File: src/rtl/vga_axil_slave.sv
// vga_axil_slave: AXI4-Lite responder feeding the VGA core sideband; define VGA_AXIL_ADDR_CHECK_EN for address decode with SLVERR
module vga_axil_slave #(
  parameter int C_AXI_DATA_WIDTH = 32,
  parameter int C_AXI_ADDR_WIDTH = 15,
  parameter int HOLD_CYCLES      = 3,
  parameter int RD_LATENCY       = 2
) (
  input  logic                          clk_i,
  input  logic                          rstn_i,
  input  logic                          s_axil_awvalid,
  output logic                          s_axil_awready,
  input  logic [C_AXI_ADDR_WIDTH-1:0]   s_axil_awaddr,
  input  logic                          s_axil_wvalid,
  output logic                          s_axil_wready,
  input  logic [C_AXI_DATA_WIDTH-1:0]   s_axil_wdata,
  input  logic [C_AXI_DATA_WIDTH/8-1:0] s_axil_wstrb,
  output logic                          s_axil_bvalid,
  input  logic                          s_axil_bready,
  output logic [1:0]                    s_axil_bresp,
  input  logic                          s_axil_arvalid,
  output logic                          s_axil_arready,
  input  logic [C_AXI_ADDR_WIDTH-1:0]   s_axil_araddr,
  output logic                          s_axil_rvalid,
  input  logic                          s_axil_rready,
  output logic [C_AXI_DATA_WIDTH-1:0]   s_axil_rdata,
  output logic [1:0]                    s_axil_rresp,
  output logic                          axil_wready_o,
  output logic [C_AXI_ADDR_WIDTH-1:0]   axil_waddr_o,
  output logic [C_AXI_DATA_WIDTH-1:0]   axil_wdata_o,
  output logic [C_AXI_DATA_WIDTH/8-1:0] axil_wstrb_o,
  output logic                          axil_rreq_o,
  output logic [C_AXI_ADDR_WIDTH-1:0]   axil_raddr_o,
  input  logic [C_AXI_DATA_WIDTH-1:0]   axil_rdata_i
);

  localparam int AW = C_AXI_ADDR_WIDTH;
  localparam int DW = C_AXI_DATA_WIDTH;
  localparam int SW = C_AXI_DATA_WIDTH / 8;

  typedef enum logic [1:0] {W_IDLE, W_ISSUE, W_HOLD, W_RESP} wstate_e;
  typedef enum logic [1:0] {R_IDLE, R_REQ, R_WAIT, R_RESP} rstate_e;

  wstate_e       wstate_q, wstate_d;
  rstate_e       rstate_q, rstate_d;
  logic          aw_got_q, aw_got_d;
  logic          w_got_q, w_got_d;
  logic          aw_bad_q, aw_bad_d;
  logic [2:0]    hcnt_q, hcnt_d;
  logic [2:0]    rcnt_q, rcnt_d;
  logic [AW-1:0] waddr_q, waddr_d;
  logic [DW-1:0] wdata_q, wdata_d;
  logic [SW-1:0] wstrb_q, wstrb_d;
  logic [1:0]    bresp_q, bresp_d;
  logic [AW-1:0] raddr_q, raddr_d;
  logic [DW-1:0] rdata_q, rdata_d;
  logic [1:0]    rresp_q, rresp_d;
  logic          aw_hs, w_hs, ar_hs;
  logic          aw_bad, ar_bad;

`ifdef VGA_AXIL_ADDR_CHECK_EN
  // Text buffer ends at 0x0960 in the upper half; register word 7 is unmapped
  function automatic logic addr_bad(input logic [AW-1:0] a);
    return (a[14] && (a[13:0] >= 14'h0960)) || ((a[14:13] == 2'b01) && (a[4:2] == 3'b111));
  endfunction
  assign aw_bad = addr_bad(s_axil_awaddr);
  assign ar_bad = addr_bad(s_axil_araddr);
`else
  assign aw_bad = 1'b0;
  assign ar_bad = 1'b0;
`endif

  assign s_axil_awready = (wstate_q == W_IDLE) && !aw_got_q;
  assign s_axil_wready  = (wstate_q == W_IDLE) && !w_got_q;
  assign s_axil_arready = (rstate_q == R_IDLE);
  assign aw_hs          = s_axil_awvalid && s_axil_awready;
  assign w_hs           = s_axil_wvalid && s_axil_wready;
  assign ar_hs          = s_axil_arvalid && s_axil_arready;

  assign s_axil_bvalid = (wstate_q == W_RESP);
  assign s_axil_bresp  = bresp_q;
  assign axil_wready_o = (wstate_q == W_ISSUE);
  assign axil_waddr_o  = waddr_q;
  assign axil_wdata_o  = wdata_q;
  assign axil_wstrb_o  = wstrb_q;
  assign s_axil_rvalid = (rstate_q == R_RESP);
  assign s_axil_rdata  = rdata_q;
  assign s_axil_rresp  = rresp_q;
  assign axil_rreq_o   = (rstate_q == R_REQ);
  assign axil_raddr_o  = raddr_q;

  // Write path: collect AW and W in any order, strobe the core, hold, then respond
  always_comb begin
    wstate_d = wstate_q;
    aw_got_d = aw_got_q;
    w_got_d  = w_got_q;
    aw_bad_d = aw_bad_q;
    hcnt_d   = hcnt_q;
    waddr_d  = waddr_q;
    wdata_d  = wdata_q;
    wstrb_d  = wstrb_q;
    bresp_d  = bresp_q;
    case (wstate_q)
      W_IDLE: begin
        if (aw_hs) begin
          aw_got_d = 1'b1;
          aw_bad_d = aw_bad;
          waddr_d  = s_axil_awaddr;
        end
        if (w_hs) begin
          w_got_d = 1'b1;
          wdata_d = s_axil_wdata;
          wstrb_d = s_axil_wstrb;
        end
        if (aw_got_d && w_got_d) begin
          wstate_d = aw_bad_d ? W_RESP : W_ISSUE;
          bresp_d  = aw_bad_d ? 2'b10 : 2'b00;
        end
      end
      W_ISSUE: begin
        wstate_d = W_HOLD;
        hcnt_d   = 3'(HOLD_CYCLES - 1);
      end
      W_HOLD: begin
        if (hcnt_q == 3'd0) wstate_d = W_RESP;
        else hcnt_d = hcnt_q - 3'd1;
      end
      W_RESP: begin
        if (s_axil_bready) begin
          wstate_d = W_IDLE;
          aw_got_d = 1'b0;
          w_got_d  = 1'b0;
        end
      end
      default: wstate_d = W_IDLE;
    endcase
  end

  // Read path: latch address, pulse request, wait for the core, then respond
  always_comb begin
    rstate_d = rstate_q;
    rcnt_d   = rcnt_q;
    raddr_d  = raddr_q;
    rdata_d  = rdata_q;
    rresp_d  = rresp_q;
    case (rstate_q)
      R_IDLE: begin
        if (ar_hs) begin
          raddr_d  = s_axil_araddr;
          rstate_d = ar_bad ? R_RESP : R_REQ;
          rresp_d  = ar_bad ? 2'b10 : 2'b00;
          rdata_d  = ar_bad ? '0 : rdata_q;
        end
      end
      R_REQ: begin
        rstate_d = R_WAIT;
        rcnt_d   = 3'(RD_LATENCY - 1);
      end
      R_WAIT: begin
        if (rcnt_q == 3'd0) begin
          rdata_d  = axil_rdata_i;
          rstate_d = R_RESP;
        end else rcnt_d = rcnt_q - 3'd1;
      end
      R_RESP: if (s_axil_rready) rstate_d = R_IDLE;
      default: rstate_d = R_IDLE;
    endcase
  end

  // State and datapath registers; reset abandons any transaction in flight
  always_ff @(posedge clk_i or negedge rstn_i) begin
    if (!rstn_i) begin
      wstate_q <= W_IDLE;
      rstate_q <= R_IDLE;
      aw_got_q <= 1'b0;
      w_got_q  <= 1'b0;
      aw_bad_q <= 1'b0;
      hcnt_q   <= '0;
      rcnt_q   <= '0;
      waddr_q  <= '0;
      wdata_q  <= '0;
      wstrb_q  <= '0;
      bresp_q  <= 2'b00;
      raddr_q  <= '0;
      rdata_q  <= '0;
      rresp_q  <= 2'b00;
    end else begin
      wstate_q <= wstate_d;
      rstate_q <= rstate_d;
      aw_got_q <= aw_got_d;
      w_got_q  <= w_got_d;
      aw_bad_q <= aw_bad_d;
      hcnt_q   <= hcnt_d;
      rcnt_q   <= rcnt_d;
      waddr_q  <= waddr_d;
      wdata_q  <= wdata_d;
      wstrb_q  <= wstrb_d;
      bresp_q  <= bresp_d;
      raddr_q  <= raddr_d;
      rdata_q  <= rdata_d;
      rresp_q  <= rresp_d;
    end
  end

endmodule

File: config.mk
export PLATFORM = sky130hd
export DESIGN_NAME = vga_axil_slave
export DESIGN_NICKNAME = d
export VERILOG_FILES = /design/src/rtl/vga_axil_slave.sv
export SDC_FILE = /design/constraint.sdc
export NUM_CORES = 1
export LEC_CHECK = 0
export ABC_AREA = 1
export BUFFER_PORTS_ARGS = -buffer_cell sky130_fd_sc_hd__buf_2
export CAP_MARGIN = 20
export CORE_ASPECT_RATIO = 1.25
export CORE_MARGIN = 4
export CORE_UTILIZATION = 47
export CTS_CLUSTER_SIZE = 14
export DETAILED_ROUTE_END_ITERATION = 16
export PLACE_DENSITY = 0.8
export REMOVE_ABC_BUFFERS = 1
export SYNTH_ARGS = -nofsm -noshare
export SYNTH_HDL_FRONTEND = slang
export SYNTH_SLANG_ARGS = --single-unit
File: constraint.sdc
create_clock -name clk_i -period 2 [get_ports clk_i]
set_input_delay 0.4 -clock clk_i [delete_from_list [all_inputs] [get_ports clk_i]]
set_output_delay 0.4 -clock clk_i [all_outputs]
set_load 0.02 [all_outputs]
* Yosys cells after proc, flatten, opt, wreduce, memory -nomap -nowiden
Index checks and enable logic that the tools add are counted.
W data, S select, Z words.
** Cells by class
- Add/sub/neg operators :: 2
- Eq/ne operators :: 14
- Multiplexer cells :: 23
- Reduce and logical (&&, ||, !) cells :: 25
** Operators by type and width (count)
- $mux W2 :: 8
- $pmux W2 S4 :: 2
- $reduce_and A2 Y1 :: 8
- $pmux W3 S2 :: 2
- $eq A2 B2 Y1 const B :: 4
- $ne A2 B1 Y1 const B :: 4
- $ne A2 B2 Y1 const B :: 4
- $mux W1 :: 7
- $logic_and A1 B1 Y1 :: 6
- $logic_not A3 Y1 :: 2
- $mux W3 :: 2
- $reduce_and A3 Y1 :: 2
- $reduce_bool A2 Y1 :: 3
- $sub A3 B1 Y3 const B :: 2
- $eq A2 B1 Y1 const B :: 2
- $logic_not A2 Y1 :: 2
- $pmux W1 S2 :: 2
- $logic_not A1 Y1 :: 2
** Storage, ports and cells
- Register bits :: 113
- Bits of input ports :: 105
- Output and inout bits :: 109

* Depth between registers and ports, before layout
Gate-level depths: netlist (run 1).
- Word-level depth :: 8
- Depth in mapped cells :: 9
- Mapped depth without buffers :: 8

* Worst setup path before layout (run 1)
Ideal clock, no wire load.
- Path kind :: register to output
- From :: reg wstate_q[0]
- To :: out s_axil_wready
- Data arrival time :: 1181 ps
- Setup slack :: 419 ps
- Stages on the path, launching flop included :: 8
- Path through :: dfrtp_1 > inv_1 > ha_1 > buf_6 > inv_2 > nor2_4 > buf_6 > buf_6
** On the way
- Longest elaborated chain between the ends :: 2
** Ends and longest elaborated chain
- start: declaration :: line 43 : wstate_e wstate_q, wstate_d;
- start signal: assignment :: line 187 : wstate_q <= wstate_d;
- $logic_not A2 Y1 :: line 73 : assign s_axil_wready = (wstate_q == W_IDLE) && !w_got_q;
- $logic_and A1 B1 Y1 :: line 73
- end: declaration :: line 14 : output logic s_axil_wready,
No other way between the ends.

* Worst setup path in the final report (run 1)
Ends and elaborated chain as after synthesis.

==> out/qor.csv, run 1 <==
metric,value,unit
Placer Congestion,0.905,
top layer in use,met4,
Critical Path RT,1.60,ns
vias in the first global route,4080,
Initial Utilization,0.489,
Fin Hold WS,0.280,ns
Skew-Pair Late Insertion Delay,0.35,ns
ys async rst share,1.00,
worst r2r path cells,9,
PwrDens,1790,nW/µm²
core area,9760,µm²
r2r startpoint,wstate_q[0]$_DFFE_PN0P_,
GRT overflow,0,
Post-Syn Area,4770,µm²
fmax,538,MHz
Final Hold Fails,0,
clock input transition at the sequential cells of the worst setup and hold paths,0.07,ns
die width,98.1,µm
Vias/cell,4.97,
total of max-cap violations,0,
initial antenna violation count,0,
cell taking the most area after synthesis,dfrtp_1,
placed instance count,793,
GRT Overall Usage,0.200,
Critical path origin,wstate_q[0]$_DFFE_PN0P_,
DR pass1 iterations,4,
CTS root buf,clkbuf_16,
Int Pwr,6.47,mW
TNS Setup,0,ns
pre-CTS setup slack,0.285,ns
number of enable flip-flop cells after synthesis,0,
Critical Path Source Type,flip-flop,
routed vias,4022,
largest net degree at the start of global routing,61,
drt wl/cell,14.6,µm
final setup violation count,0,
worst setup margin,0.141,ns
max-slew violations,0,
met3 WL post-DR,1080,µm
post-synthesis register bit count,112,
status,"complete, no violations",
maximum vdd ir drop,0.000886,V
first-pass GRT wire length,19200,µm
Critical Path Fanout Max,4,
CP endpoint kind,primary output,
sequential power share,0.349,
Most used DFF post-synth,dfrtp_1,
RSZ-0062 raised after global routing,no,
post-detail-place hpwl,8930,µm
Hold Path Stages,2,
CTS max path bufs,2,
post_cts resized,0,
FILL cells,786,
TritonCTS Sinks,112,
"count leader, synth",nand2_1,
switching share of power,0.423,
post-synth top area share,0.587,
Lkg Pwr,3.57,nW
synth unique cells,29,
register area share after synthesis,0.587,
DR WL met2,5660,µm
# port buffers,210,
H-tree levels,3,
final cell count without fillers,810,
drt total wl,11900,µm
row count,40,
worst reg2reg endpoint,axil_wdata_o[2]$_DFFE_PN0P_,
DRC viols,0,
Worst Hold Path EP,axil_waddr_o[13]$_DFFE_PN0P_,
post-layout min period,1.86,ns
synth top area cells,"dfrtp_1 (59%), nand2_1 (13%), nand3_1 (7.4%)",
hold path start,s_axil_awaddr[13],
CTS tree,yes,
P_sw,4.75,mW
# diodes,0,
combinational power share,0.473,
overall power,11.2,mW
Iteration-0 DRC Markers,131,
Final #Nets,799,
layout cells sized above 1,0.402,
Hold WC Path Type,primary input to flip-flop,
critical path class,flip-flop to primary output,
Post-Synthesis Cells,470,
clock power share,0.178,
mean post-synth cell area,10.2,µm²
Layout area overhead,31.5,%
"Arr. time, crit path",1.46,ns
crit share post-route,0.929,
Die Span Y,121,µm
flop-to-flop setup slack,0.27,ns
Die ar.,11800,µm²
Post-synth top cells,"nand2_1 (165), dfrtp_1 (112), nand3_1 (71)",
Final ANT Viol Nets,0,
skew final,0.00835,ns
met1 wire length,4740,µm
total I/O pin count,214,
Synth warnings,0,
Inserted Clock Buffers,9,
==> how the worst max path moves through the flow <==
| stage | endpoint | slack, ns |
|---|---|---|
| after CTS | s_axil_wready | 0.12 |
| after floorplan | rcnt_q[0]$_DFFE_PN0P_ | -0.41 |
| after global routing | s_axil_awready | 0.05 |
| after global placement | s_axil_wready | 0.34 |
| final | s_axil_wready | 0.14 |
| after detailed placement | s_axil_wready | 0.29 |
==> worst max-delay path, stage by stage, from the launching register on <==
cell     delay [ns]
dfrtp_1        0.42
inv_1          0.12
ha_1           0.20
inv_2          0.07
nor2_4         0.13
buf_2          0.18
==> flip-flops by register name, indices dropped and copies added, names as in the netlist <==
signal        flops
aw_bad_q          1
aw_got_q          1
axil_raddr_o     15
axil_waddr_o     15
axil_wdata_o     32
axil_wstrb_o      4
hcnt_q            3
rcnt_q            3
rstate_q          2
s_axil_bresp      1
s_axil_rdata     32
w_got_q           1
wstate_q          2
==> timing repair <==
item / CTS / global route
setup buffers: 1 / 0
hold buffers: 1 / 0
setup endpoints to repair: 1 / 0
hold endpoints to repair: 28 / 0
==> kinds of logic after synthesis <==
logic type | after synthesis | share of synthesized area
flip-flops | 112 | 0.587
multiplexers | 30 | 0.0771
XOR/XNOR | 2 | 0.00367
other | 1 | 0.000786
AND/OR/NAND/NOR | 244 | 0.218
buffers and inverters | 48 | 0.0524
adder cells (fa/ha/maj) | 14 | 0.0367
AO/OA/AOI/OAI | 19 | 0.0241
==> layout make-up <==
cell class                      count  area [µm²]  share of cell area
Sequential cell                   112        2800               0.447
Inverter                           21        78.8              0.0126
Timing Repair Buffer              224        1170               0.187
Clock buffer                        9         225              0.0359
Tap cell                          126         158              0.0251
Multi-Input combinational cell    312        1730               0.275
Clock inverter                      6         109              0.0173
==> layer usage <==
| layer | GRT usage | vias up |
|---|---|---|
| met5 | 0 | - |
| met4 | 0.0999 | 0 |
| met3 | 0.0444 | 26 |
| met2 | 0.330 | 195 |
| met1 | 0.248 | 1874 |
| li1 | - | 1927 |
==> placed cells by master (no fill, tap or decap), types with 3 or more instances in the layout <==
cell,instances
nand3_1,71
o21ai_0,9
ha_1,14
mux2_4,8
buf_4,13
inv_1,20
buf_2,209
dfrtp_1,112
mux2_2,22
clkbuf_16,9
conb_1,3
bufinv_16,3
nand2_1,165
==> metrics by stage <==
stage,cell area (µm²),util
2_1_floorplan,4610,-
3_5_place_dp,5920,0.607
3_3_place_gp,5920,0.607
4_1_cts,6270,0.643
5_1_grt,6270,0.643
6_report,6270,0.643
==> power groups by stage <==
stage / sequential, mW / clock [mW] / combinational [mW]
floorplan: 5.12 / 0 / 2.18
global placement: 3.91 / 0 / 5.15
detailed placement: 3.94 / 0 / 5.33
CTS: 3.92 / 2.03 / 5.38
global route: 4.06 / 2.14 / 5.81
finish: 3.92 / 1.99 / 5.31
(Power assumes the default switching activity.)
==> run 2: changes to the inputs <==
Settings changed: BUFFER_PORTS_ARGS -buffer_cell sky130_fd_sc_hd__buf_2 to default, CORE_UTILIZATION 47 to 33, DONT_BUFFER_PORTS from default to 1, PLACE_DENSITY 0.8 to default.
==> out/qor.csv, run 2 (same netlist as run 1, synthesis figures left out) <==
metric,value,unit,change
violated checks,hold timing,,
clock power share,0.182,,was 0.178
skew final,0.00939,ns,was 0.00835 ns
# port buffers,0,,was 210
Bufs and invs on worst path,3,,unchanged
TritonCTS Sinks,112,,unchanged
worst rel slew slack,0.574,,
Lkg Pwr,2.69,nW,was 3.57 nW
r2r startpoint,wstate_q[0]$_DFFE_PN0P_,,unchanged
FILL cells,1384,,was 786
Final ANT Viol Nets,0,,unchanged
PwrDens,1940,nW/µm²,was 1790 nW/µm²
"commonest non-fill, non-tap cell in the layout",nand2_1,,was buf_2
fmax,536,MHz,was 538 MHz
Int Pwr,5.63,mW,was 6.47 mW
"most used cell, CP",inv_2,,
critical path class,flip-flop to primary output,,unchanged
status,finished with violations,,"was complete, no violations"
CTS tree,yes,,unchanged
CP endpoint kind,primary output,,unchanged
Critical Path RT,1.60,ns,about the same
combinational power share,0.294,,was 0.473
layout cells sized above 1,0.140,,was 0.402
Die ar.,16500,µm²,was 11800 µm²
total I/O pin count,214,,unchanged
row count,48,,was 40
Critical Path Fanout Max,10,,was 4
Layout area overhead,10.6,%,was 31.5%
DRC viols,0,,unchanged
top cell family by delay on the critical path,flip-flops,,unchanged
CP peak stage delay,0.42,ns,about the same
pre-CTS setup slack,0.330,ns,was 0.285 ns
switching share of power,0.452,,was 0.423
met1 wire length,4180,µm,was 4740 µm
Fin Hold WS,-0.268,ns,was 0.280 ns
Initial Utilization,0.341,,was 0.489
GRT Overall Usage,0.134,,was 0.200
RSZ-0062 raised after global routing,no,,unchanged
top layer in use,met4,,unchanged
Vias/cell,5.04,,was 4.97
drt wl/cell,18.0,µm,was 14.6 µm
first-pass GRT wire length,17200,µm,was 19200 µm
crit share post-route,0.934,,was 0.929
clock input transition at the sequential cells of the worst setup and hold paths,0.08,ns,was 0.07 ns
GRT overflow,0,,unchanged
Inserted Clock Buffers,9,,unchanged
slowest CP cell,dfrtp_1,,unchanged
CTS max path bufs,2,,unchanged
Die Span Y,142,µm,was 121 µm
final setup violation count,0,,unchanged
met3 WL post-DR,1300,µm,was 1080 µm
# diodes,0,,unchanged
post-detail-place hpwl,8230,µm,was 8930 µm
"Arr. time, crit path",1.47,ns,was 1.46 ns
Critical Path Source Type,flip-flop,,unchanged
DR pass1 iterations,5,,was 4
most frequent cells in the layout,"nand2_1 (165), dfrtp_1 (112), nand3_1 (71)",,"was buf_2 (209), nand2_1 (165), dfrtp_1 (112)"
max-slew violations,0,,unchanged
largest net degree at the start of global routing,113,,was 61
worst setup margin,0.133,ns,was 0.141 ns
maximum vdd ir drop,0.000816,V,was 0.000886 V
Iteration-0 DRC Markers,193,,was 131
H-tree levels,3,,unchanged
total of max-cap violations,0,,unchanged
Least-Margin Pin Slew,0.637,ns,
routed vias,3260,,was 4022
core area,14000,µm²,was 9760 µm²
sequential power share,0.525,,was 0.349
die width,116,µm,was 98.1 µm
Critical path origin,wstate_q[0]$_DFFE_PN0P_,,unchanged
P_sw,4.64,mW,was 4.75 mW
CTS root buf,clkbuf_16,,unchanged
post-layout min period,1.87,ns,was 1.86 ns
vias in the first global route,3314,,was 4080
initial antenna violation count,0,,unchanged
Final Hold Fails,112,,was 0
Hold WC Path Type,primary input to async pin,,was primary input to flip-flop
Skew-Pair Late Insertion Delay,0.35,ns,about the same
DR WL met2,5850,µm,was 5660 µm
Final #Nets,586,,was 799
drt total wl,11600,µm,was 11900 µm
cells along the critical path,inv_2 -> ha_1 -> inv_2 -> nor2_4 -> buf_12,,was inv_1 -> ha_1 -> inv_2 -> nor2_4 -> buf_2
Placer Congestion,0.800,,was 0.905
run 2: cell count changes in the layout (fill, tap and decap cells not counted), sizes merged:
cell,before,now
buf,223,9
dlygate4sd3,1,0
clkinv,3,0
inv,21,26
clkbuf,9,11
clkinvlp,0,1
bufinv,3,1
run 2: worst reg2reg max path, delay by kind of cell, from the launching register on:
family,cells,cell delay [ns]
flip-flops,1,0.42
adder cells (fa/ha/maj),1,0.18
AND/OR/NAND/NOR,4,0.83
buffers and inverters,2,0.16
run 2: worst paths after layout:
check,to,slack [ns],cells past startpoint
min,axil_raddr_o[13]$_DFFE_PN0P_,-0.27,0
min reg2reg,rcnt_q[1]$_DFFE_PN0P_,0.49,2
min in group clk_i,axil_wdata_o[20]$_DFFE_PN0P_,0.18,2
max,s_axil_wready,0.13,5
max in group asynchronous,axil_wdata_o[16]$_DFFE_PN0P_,2.12,0
max reg2reg,axil_wdata_o[19]$_DFFE_PN0P_,0.28,7
run 2: layout make-up:
cell class | instances | area [µm²] | area share
flip-flops and latches | 112 | 2800 | 0.531
multi-input cells | 312 | 1730 | 0.327
clock buffers | 9 | 225 | 0.0427
well taps | 175 | 219 | 0.0415
repair buffers | 11 | 143 | 0.0270
clock inverters | 7 | 83.8 | 0.0159
inverters | 21 | 78.8 | 0.0149
run 2: through the flow:
stage	instance area [µm²]	power [mW]	instances	TNS [ns]	util
floorplan	4610	7.30	445	-16.27	-
global placement	4890	8.08	627	0	0.350
detailed placement	4890	8.25	627	0	0.350
CTS	5210	10.2	643	0	0.372
global route	5280	11.0	647	0	0.377
finish	5280	10.3	647	0	0.377
run 2: what timing repair did:
item                       4_1_cts  5_1_grt
resized for setup                1        4
hold endpoints to repair       112      112
pin swaps                        0        1
setup buffers                    0        2
setup endpoints to repair        1        2
gates cloned                     0        2
run 2: power by group through the flow:
stage / Clock [mW] / Sequential [mW] / Combinational [mW]
2_1_floorplan: 0 / 5.12 / 2.18
3_3_place_gp: 0 / 5.43 / 2.66
3_5_place_dp: 0 / 5.44 / 2.81
4_1_cts: 1.95 / 5.41 / 2.82
5_1_grt: 2.03 / 5.52 / 3.43
6_report: 1.87 / 5.39 / 3.01
run 2: layer usage:
layer | vias to the layer above | track usage
met1 | 1572 | 0.144
met2 | 162 | 0.230
li1 | 1503 | -
met3 | 23 | 0.0540
met4 | 0 | 0.0624
met5 | - | 0
